==> src/rtl/bit_serial_adder.sv <==
// Bit-serial ripple adder: accepts operand bit pairs LSB-first under a valid/ready
// handshake, keeps one carry, and presents {cout,sum} for the output stage.
module bit_serial_adder #(
   parameter int WIDTH = 8
) (
   input  logic             clk,
   input  logic             rst_n,
   input  logic             start,
   input  logic             cin,
   input  logic             in_valid,
   input  logic             a_bit,
   input  logic             b_bit,
   output logic             in_ready,
   output logic [WIDTH-1:0] sum,
   output logic             cout,
   output logic             out_valid,
   input  logic             out_ready,
   output logic             busy
);

   localparam int CW = (WIDTH > 2) ? $clog2(WIDTH) : 1;
   localparam logic [CW-1:0] LAST = CW'(WIDTH - 1);

   typedef enum logic [1:0] {
      IDLE,
      RUN,
      HOLD
   } state_t;

   state_t        state;
   logic          carry;
   logic [CW-1:0] cnt;
   logic          s_bit;
   logic          c_next;

   always_comb begin
      s_bit  = a_bit ^ b_bit ^ carry;
      c_next = (a_bit & b_bit) | (a_bit & carry) | (b_bit & carry);
   end

   // Handshake flags are registered next to the state so they change on the same edge.
   always_ff @(posedge clk) begin
      if (!rst_n) begin
         state     <= IDLE;
         sum       <= '0;
         cout      <= 1'b0;
         carry     <= 1'b0;
         cnt       <= '0;
         in_ready  <= 1'b0;
         out_valid <= 1'b0;
         busy      <= 1'b0;
      end else begin
         case (state)
            IDLE: begin
               if (start) begin
                  carry    <= cin;
                  sum      <= '0;
                  cnt      <= '0;
                  state    <= RUN;
                  in_ready <= 1'b1;
                  busy     <= 1'b1;
               end
            end
            RUN: begin
               if (in_valid) begin
                  carry <= c_next;
                  sum   <= {s_bit, sum[WIDTH-1:1]};
                  cnt   <= cnt + 1'b1;
                  if (cnt == LAST) begin
                     cout      <= c_next;
                     state     <= HOLD;
                     in_ready  <= 1'b0;
                     out_valid <= 1'b1;
                  end
               end
            end
            HOLD: begin
               if (out_ready) begin
                  out_valid <= 1'b0;
                  if (start) begin
                     carry    <= cin;
                     sum      <= '0;
                     cnt      <= '0;
                     state    <= RUN;
                     in_ready <= 1'b1;
                  end else begin
                     state <= IDLE;
                     busy  <= 1'b0;
                  end
               end
            end
            default: begin
               state     <= IDLE;
               in_ready  <= 1'b0;
               out_valid <= 1'b0;
               busy      <= 1'b0;
            end
         endcase
      end
   end

endmodule
==> config.mk <==
export PLATFORM = sky130hd
export DESIGN_NAME = bit_serial_adder
export DESIGN_NICKNAME = d
export VERILOG_FILES = /design/src/rtl/bit_serial_adder.sv
export SDC_FILE = /design/constraint.sdc
export NUM_CORES = 1
export LEC_CHECK = 0
export ABC_CLOCK_PERIOD_IN_PS = 1600
export BUFFER_PORTS_ARGS = -buffer_cell sky130_fd_sc_hd__buf_2
export CAP_MARGIN = 10
export CORE_MARGIN = 2
export CORE_UTILIZATION = 53
export CTS_BUF_LIST = sky130_fd_sc_hd__clkbuf_8
export DETAILED_ROUTE_END_ITERATION = 8
export PLACE_DENSITY = 0.87
export SETUP_SLACK_MARGIN = 0.02
export SLEW_MARGIN = 20
export SYNTH_ARGS = -nofsm -noshare
export SYNTH_HDL_FRONTEND = slang
export SYNTH_SLANG_ARGS = --single-unit
export TNS_END_PERCENT = 30
==> constraint.sdc <==
create_clock -name clk -period 1.6 [get_ports clk]
set_input_delay 0.08 -clock clk [delete_from_list [all_inputs] [get_ports clk]]
set_output_delay 0.08 -clock clk [all_outputs]
set_load 0.02 [all_outputs]
==> results of run 1 <==
==> cells by family (layout without fill, tap and decap cells) <==
logic type | count (synthesis) | after routing
compound gates | 27 | 27
simple gates | 26 | 26
flops | 18 | 18
buf+inv | 11 | 31
fa+ha+maj | 3 | 3
mux | 2 | 2
==> where the power goes <==
part           internal (W)  switching, W  leakage, nW
registers          0.000462     0.0000131        0.146
logic             0.0000444     0.0000645        0.254
clock network      0.000219      0.000158       0.0288
==> how the worst max path moves through the flow <==
stage / end / slack [ns] / depth (start not counted) / startpoint
after global placement: in_ready / 0.20 / 5 / cnt[0]
after detailed placement: in_ready / 0.16 / 5 / cnt[0]
after CTS: in_ready / 0.14 / 5 / cnt[0]
final: in_ready / 0.15 / 5 / cnt[0]
after global routing: in_ready / 0.09 / 5 / cnt[0]
after floorplan: in_ready / 0.16 / 5 / cnt[0]
==> worst max-delay path, cell delays in order, from the launching register on <==
cell,delay [ns]
dfxtp_1,0.33
ha_1,0.20
ha_1,0.19
and2_1,0.14
o311a_1,0.28
o211a_1,0.20
==> routing by layer <==
metal / wire length, µm / track usage, % / vias to the layer above
met2: 755 / 30.3 / 16
met4: 39 / 11.3 / 0
met5: 0 / 0 / -
met3: 71 / 7.66 / 5
li1: - / - / 346
met1: 757 / 25.7 / 327
==> flip-flops by register name, indices dropped and copies added (netlist names) <==
register,flops
sum,8
cnt,3
state,2
busy,1
carry,1
cout,1
in_ready,1
out_valid,1
==> metrics by stage <==
stage                     setup WS [ns]  hold WS, ns  power, W  cell area (µm²)
after floorplan                   0.165        0.280  0.000561              797
after global placement            0.204        0.412  0.000588              893
after detailed placement          0.165        0.429  0.000593              893
after CTS                         0.143        0.160  0.000965              948
after global routing             0.0950        0.177  0.000998              948
final                             0.150        0.158  0.000961              948
==> cell usage in the layout (no fill, tap or decap), types with 2 or more instances in the layout <==
cell,netlist,routed
buf_2,2,19
dfxtp_1,18,18
nand2_1,13,13
o22ai_1,8,8
inv_1,6,6
a21oi_1,4,4
clkbuf_8,0,4
o21ai_0,3,3
nand3b_1,2,2
o211ai_1,2,2
mux2i_1,2,2
nand3_1,2,2
o21bai_1,2,2
nor2_1,2,2
ha_1,2,2
buf_4,1,2
==> cell type report <==
type / instances / area share, %
multi-input cells: 58 / 40.2
well taps: 15 / 1.98
inverters: 6 / 2.37
repair buffers: 21 / 11.6
flip-flops and latches: 18 / 38.0
clock buffers: 4 / 5.80
==> impl_metrics.csv, run 1 <==
group,metric,value,unit
critical_path,r2r_end,"in_ready",
yosys,synth_top_area_share,45.2,%
critical_path,worst-path-max-fanout,3,
route,wl,1620,µm
yosys,synth_fa_ha_area_share,5.65,%
yosys,synth_xor_area_share,0,%
critical_path,startpoint_type,"flip-flop",
cts,cts-root-buf,"clkbuf_8",
yosys,synth_flop_cell,"dfxtp_1",
yosys,synth_nets,98,
final_layout,synthToLayoutAreaGrowth,19.0,%
yosys,synthTopCellsByArea,"dfxtp_1, o22ai_1, nand2_1",
sta,max_freq,690,MHz
route,drt_iter0_markers,15,
sta,drv_slew,0,
power_and_ir_drop,leakagePower,0.429,nW
route,drtAntennaViolNets,0,
power_and_ir_drop,p_per_area,1010,mW/mm²
die,core-area,0.00135,mm²
place,routabilityCongestion,0.812,
sta,finClkSkew,0.00653,ns
die,die_w,42.8,µm
hold_path,min_from,"cin",
die,rows,13,
yosys,synth.most_common_cell,"dfxtp_1",
final_layout,multi_input_area,382,µm²
final_layout,drive_gt1_share,26.2,%
yosys,syn-cell-area,797,µm²
cts,clk_latency,0.26,ns
job,cap_violations,0,
global_route,grt_pass1_vias,608,
outcome,status,"complete, no violations",
yosys,synthMuxAreaShare,2.51,%
yosys,synth_top_area_cell,"dfxtp_1",
critical_path,cp.required,1.75,ns
hold_path,worstHoldEndpoint,"carry",
yosys,synthTopCellsByCount,"dfxtp_1, nand2_1, o22ai_1, inv_1, a21oi_1",
cts,cts_tree,"done",
final_layout,num_antenna_cells,0,
critical_path,reg2reg_depth,5,
global_route,grt_max_degree,19,
global_route,grt_pass1_wl,2740,µm
route,post_drt_wl_per_cell,13.3,µm
die,pin_count,20,
yosys,synth_edf_count,0,
die,initial_utilization,59.0,%
route,via_per_inst,5.69,
place,place_inst,118,
critical_path,r2r_slack,0.15,ns
yosys,synth_top_family_by_area,"compound AO/OA/AOI/OAI gates",
critical_path,reg2reg_from,"cnt[0]",
sta,fin_crit,1.45,ns
yosys,syn_avg_cell_area,9.16,µm²
yosys,synth_compound_area_share,23.1,%
die,die_y,42.8,µm
sta,hold_viol_final,0,
yosys,synth-simple-area-share,16.6,%
final_layout,fillers,116,
final_layout,post-route-util,70.3,%
yosys,synth_cells,87,
yosys,ys_seq_area_share,45.2,%
sta,rsz0062_at_grt,"false",
cts,clk_pin_slew_worst_paths,0.06,ns
route,drcViolationCount,0,
sta,setup_viol,0,
final_layout,fin_nets,119,
sta,worst_slew_pin_slew,0.359,ns
yosys,ys_seq_elements,18,
global_route,grt_overflow,0,
cts,post_cts_resized,0,
hold_path,hp-class,"input pin to flip-flop",
cts,cts_made_buffers,3,
yosys,synth_cell_types,33,
final_layout,stdcell_count,122,
cts,cts.sinks,18,
sta,fin_tns_setup,0,ns
cts,clock_path_buffers,2,
route,dr_total_vias,694,
cts,cts_hold_buf,0,
place,port_buffers,19,
critical_path,cp.arrival,1.60,ns
yosys,ys_warn_count,0,
place,hpwl,1140,µm
die,die-area,0.00183,mm²
critical_path,worst-setup-path-type,"flip-flop to flip-flop",
hold_path,hold_depth,3,
yosys,synthArstFlopShare,0,%
final_layout,ff_latch_area,360,µm²
global_route,grtUsageTotal,20.6,%
power_and_ir_drop,peakVddDrop,735,µV
sta,relSlewSlack,76.1,%
route,first_pass_iters,4,
global_route,antenna_found_initial,0,
cts,post_cts_buffers,0,
critical_path,cp-end-kind,"flip-flop",
cts,h-tree-depth,1,
sta,timing.final.crit_share,90.6,%
(Power assumes the default switching activity.)
==> inputs of run 2 (changes only) <==
--- a/config.mk
+++ b/config.mk
@@ -12,6 +12,8 @@
 export CORE_UTILIZATION = 53
 export CTS_BUF_LIST = sky130_fd_sc_hd__clkbuf_8
 export DETAILED_ROUTE_END_ITERATION = 8
+export GPL_TIMING_DRIVEN = 0
+export HOLD_SLACK_MARGIN = 0.03
 export PLACE_DENSITY = 0.87
 export SETUP_SLACK_MARGIN = 0.02
 export SLEW_MARGIN = 20
==> impl_metrics.csv, run 2 (synthesis gave the netlist of run 1 again) <==
group,metric,value,unit
critical_path,path_cells,"ha_1 > ha_1 > and2_1 > o311a_1 > o211a_1",
power_and_ir_drop,p_clk_share,38.6,%
sta,drv_slew,0,
route,first_pass_iters,4,
sta,hold_viol_final,0,
critical_path,startpoint_type,"flip-flop",
power_and_ir_drop,leakagePower,0.435,nW
place,place_area,906,µm²
critical_path,slowest_stage,"dfxtp_1",
cts,cts_tree,"done",
critical_path,cp_common_cell,"ha_1",
global_route,antenna_found_initial,0,
final_layout,regMostFlops,"sum",
sta,rsz0062_at_grt,"false",
sta,setup_viol,0,
global_route,grt_overflow,0,
sta,fin_crit,1.54,ns
outcome,status,"complete, no violations",
route,drcViolationCount,0,
sta,worst_slew_pin_slew,0.413,ns
cts,post_cts_resized,0,
power_and_ir_drop,swShare,24.0,%
sta,fin_tns_setup,0,ns
final_layout,layout_commonest_cell,"buf_2",
critical_path,worst-path-max-fanout,6,
cts,clk_pin_slew_worst_paths,0.07,ns
route,drt_iter0_markers,8,
cts,clk_latency,0.25,ns
die,pin_count,20,
critical_path,slowest_delay,0.33,ns
final_layout,postLayoutCellArea,961,µm²
cts,cts_hold_buf,0,
final_layout,drive_gt1_share,26.6,%
critical_path,cp-end-kind,"flip-flop",
hold_path,hold_depth,3,
final_layout,largest_reg_flops,8,
cts,cts-root-buf,"clkbuf_8",
final_layout,num_antenna_cells,0,
cts,cts.sinks,18,
hold_path,hp-class,"input pin to flip-flop",
power_and_ir_drop,power.internal,0.000727,W
die,rows,13,
route,post_drt_wl_per_cell,13.2,µm
cts,cts_made_buffers,3,
sta,finClkSkew,0.00394,ns
critical_path,cp.required,1.75,ns
power_and_ir_drop,peakVddDrop,554,µV
die,die_y,42.8,µm
critical_path,worst-setup-path-type,"flip-flop to flip-flop",
final_layout,synthToLayoutAreaGrowth,20.6,%
die,initial_utilization,59.0,%
global_route,grt_max_degree,11,
final_layout,fin_nets,121,
place,place_inst,120,
place,hpwl,1160,µm
power_and_ir_drop,p_per_area,996,mW/mm²
route,wl,1640,µm
critical_path,reg2reg_depth,5,
final_layout,layout_common_cells,"buf_2, dfxtp_1, nand2_1",
job,cap_violations,0,
critical_path,cp.arrival,1.69,ns
sta,timing.final.crit_share,96.5,%
route,dr_total_vias,685,
place,routabilityCongestion,0.767,
cts,h-tree-depth,1,
global_route,grtUsageTotal,19.5,%
sta,relSlewSlack,72.5,%
final_layout,stdcell_count,124,
cts,clock_path_buffers,2,
route,via_per_inst,5.52,
final_layout,fillers,106,
power_and_ir_drop,power.switching,0.000230,W
power_and_ir_drop,seqPwrFrac,49.1,%
cts,post_cts_buffers,0,
die,core-area,0.00135,mm²
power_and_ir_drop,comb_power_share,12.2,%
place,port_buffers,18,
final_layout,reg_top3,"sum x8, cnt x3, state x2",
die,die-area,0.00183,mm²
die,die_w,42.8,µm
sta,max_freq,648,MHz
global_route,grt_pass1_wl,2660,µm
global_route,grt_pass1_vias,638,
route,drtAntennaViolNets,0,
## run 2: changes by cell type in the layout (fill, tap and decap cells not counted), sizes merged
cell	previous run	this run
buf	21	22
clkbuf	4	5
## run 2: critical path: cells and delay by family, from the launching register on
kind / cells / cell delay (ns)
and+or+nand+nor: 1 / 0.17
adders and majority gates: 2 / 0.45
AOI/OAI and AO/OA: 2 / 0.48
DFF: 1 / 0.33
## run 2: path summary, 6_finish.rpt
path / slack [ns] / from / end
setup / recovery: 0.06 / cnt[0] / in_ready
hold / removal: 0.17 / rst_n / cnt[0]
setup reg to reg: 0.06 / cnt[0] / in_ready
hold reg to reg: 0.47 / sum[0] / sum[0]
## run 2: power groups by stage
stage	clock network, W	logic (W)	registers, W
6_report	0.000370	0.000117	0.000470
5_1_grt	0.000398	0.000128	0.000471
4_1_cts	0.000378	0.000116	0.000470
3_5_place_dp	0	0.000114	0.000480
3_3_place_gp	0	0.000112	0.000479
2_1_floorplan	0	0.0000738	0.000487
## run 2: layer usage
layer | vias up | track usage (%) | routed length (µm)
met3 | 5 | 3.83 | 57
met4 | 0 | 11.3 | 38
met5 | - | 0 | 0
met1 | 308 | 24.4 | 819
met2 | 14 | 30.6 | 719
li1 | 358 | - | -
## run 2: cell type report
type / count / area, µm² / area share (%)
inverter: 6 / 22.5 / 2.34
sequential: 18 / 360 / 37.5
tap: 15 / 18.8 / 1.95
timing repair buffer: 18 / 90.1 / 9.37
clock buffer: 4 / 55.1 / 5.73
multi-input combinational: 58 / 382 / 39.7
buffer: 5 / 32.5 / 3.39
## run 2: through the flow
step | util [%] | total power (W) | hold WS [ns] | setup slack (ns)
after detailed placement | 67.1 | 0.000594 | 0.436 | 0.0616
after CTS | 71.2 | 0.000964 | 0.166 | 0.0505
final | 71.2 | 0.000957 | 0.171 | 0.0558
after global routing | 71.2 | 0.000997 | 0.178 | 0.0208
after floorplan | - | 0.000561 | 0.280 | 0.165
after global placement | 67.1 | 0.000591 | 0.418 | 0.0960
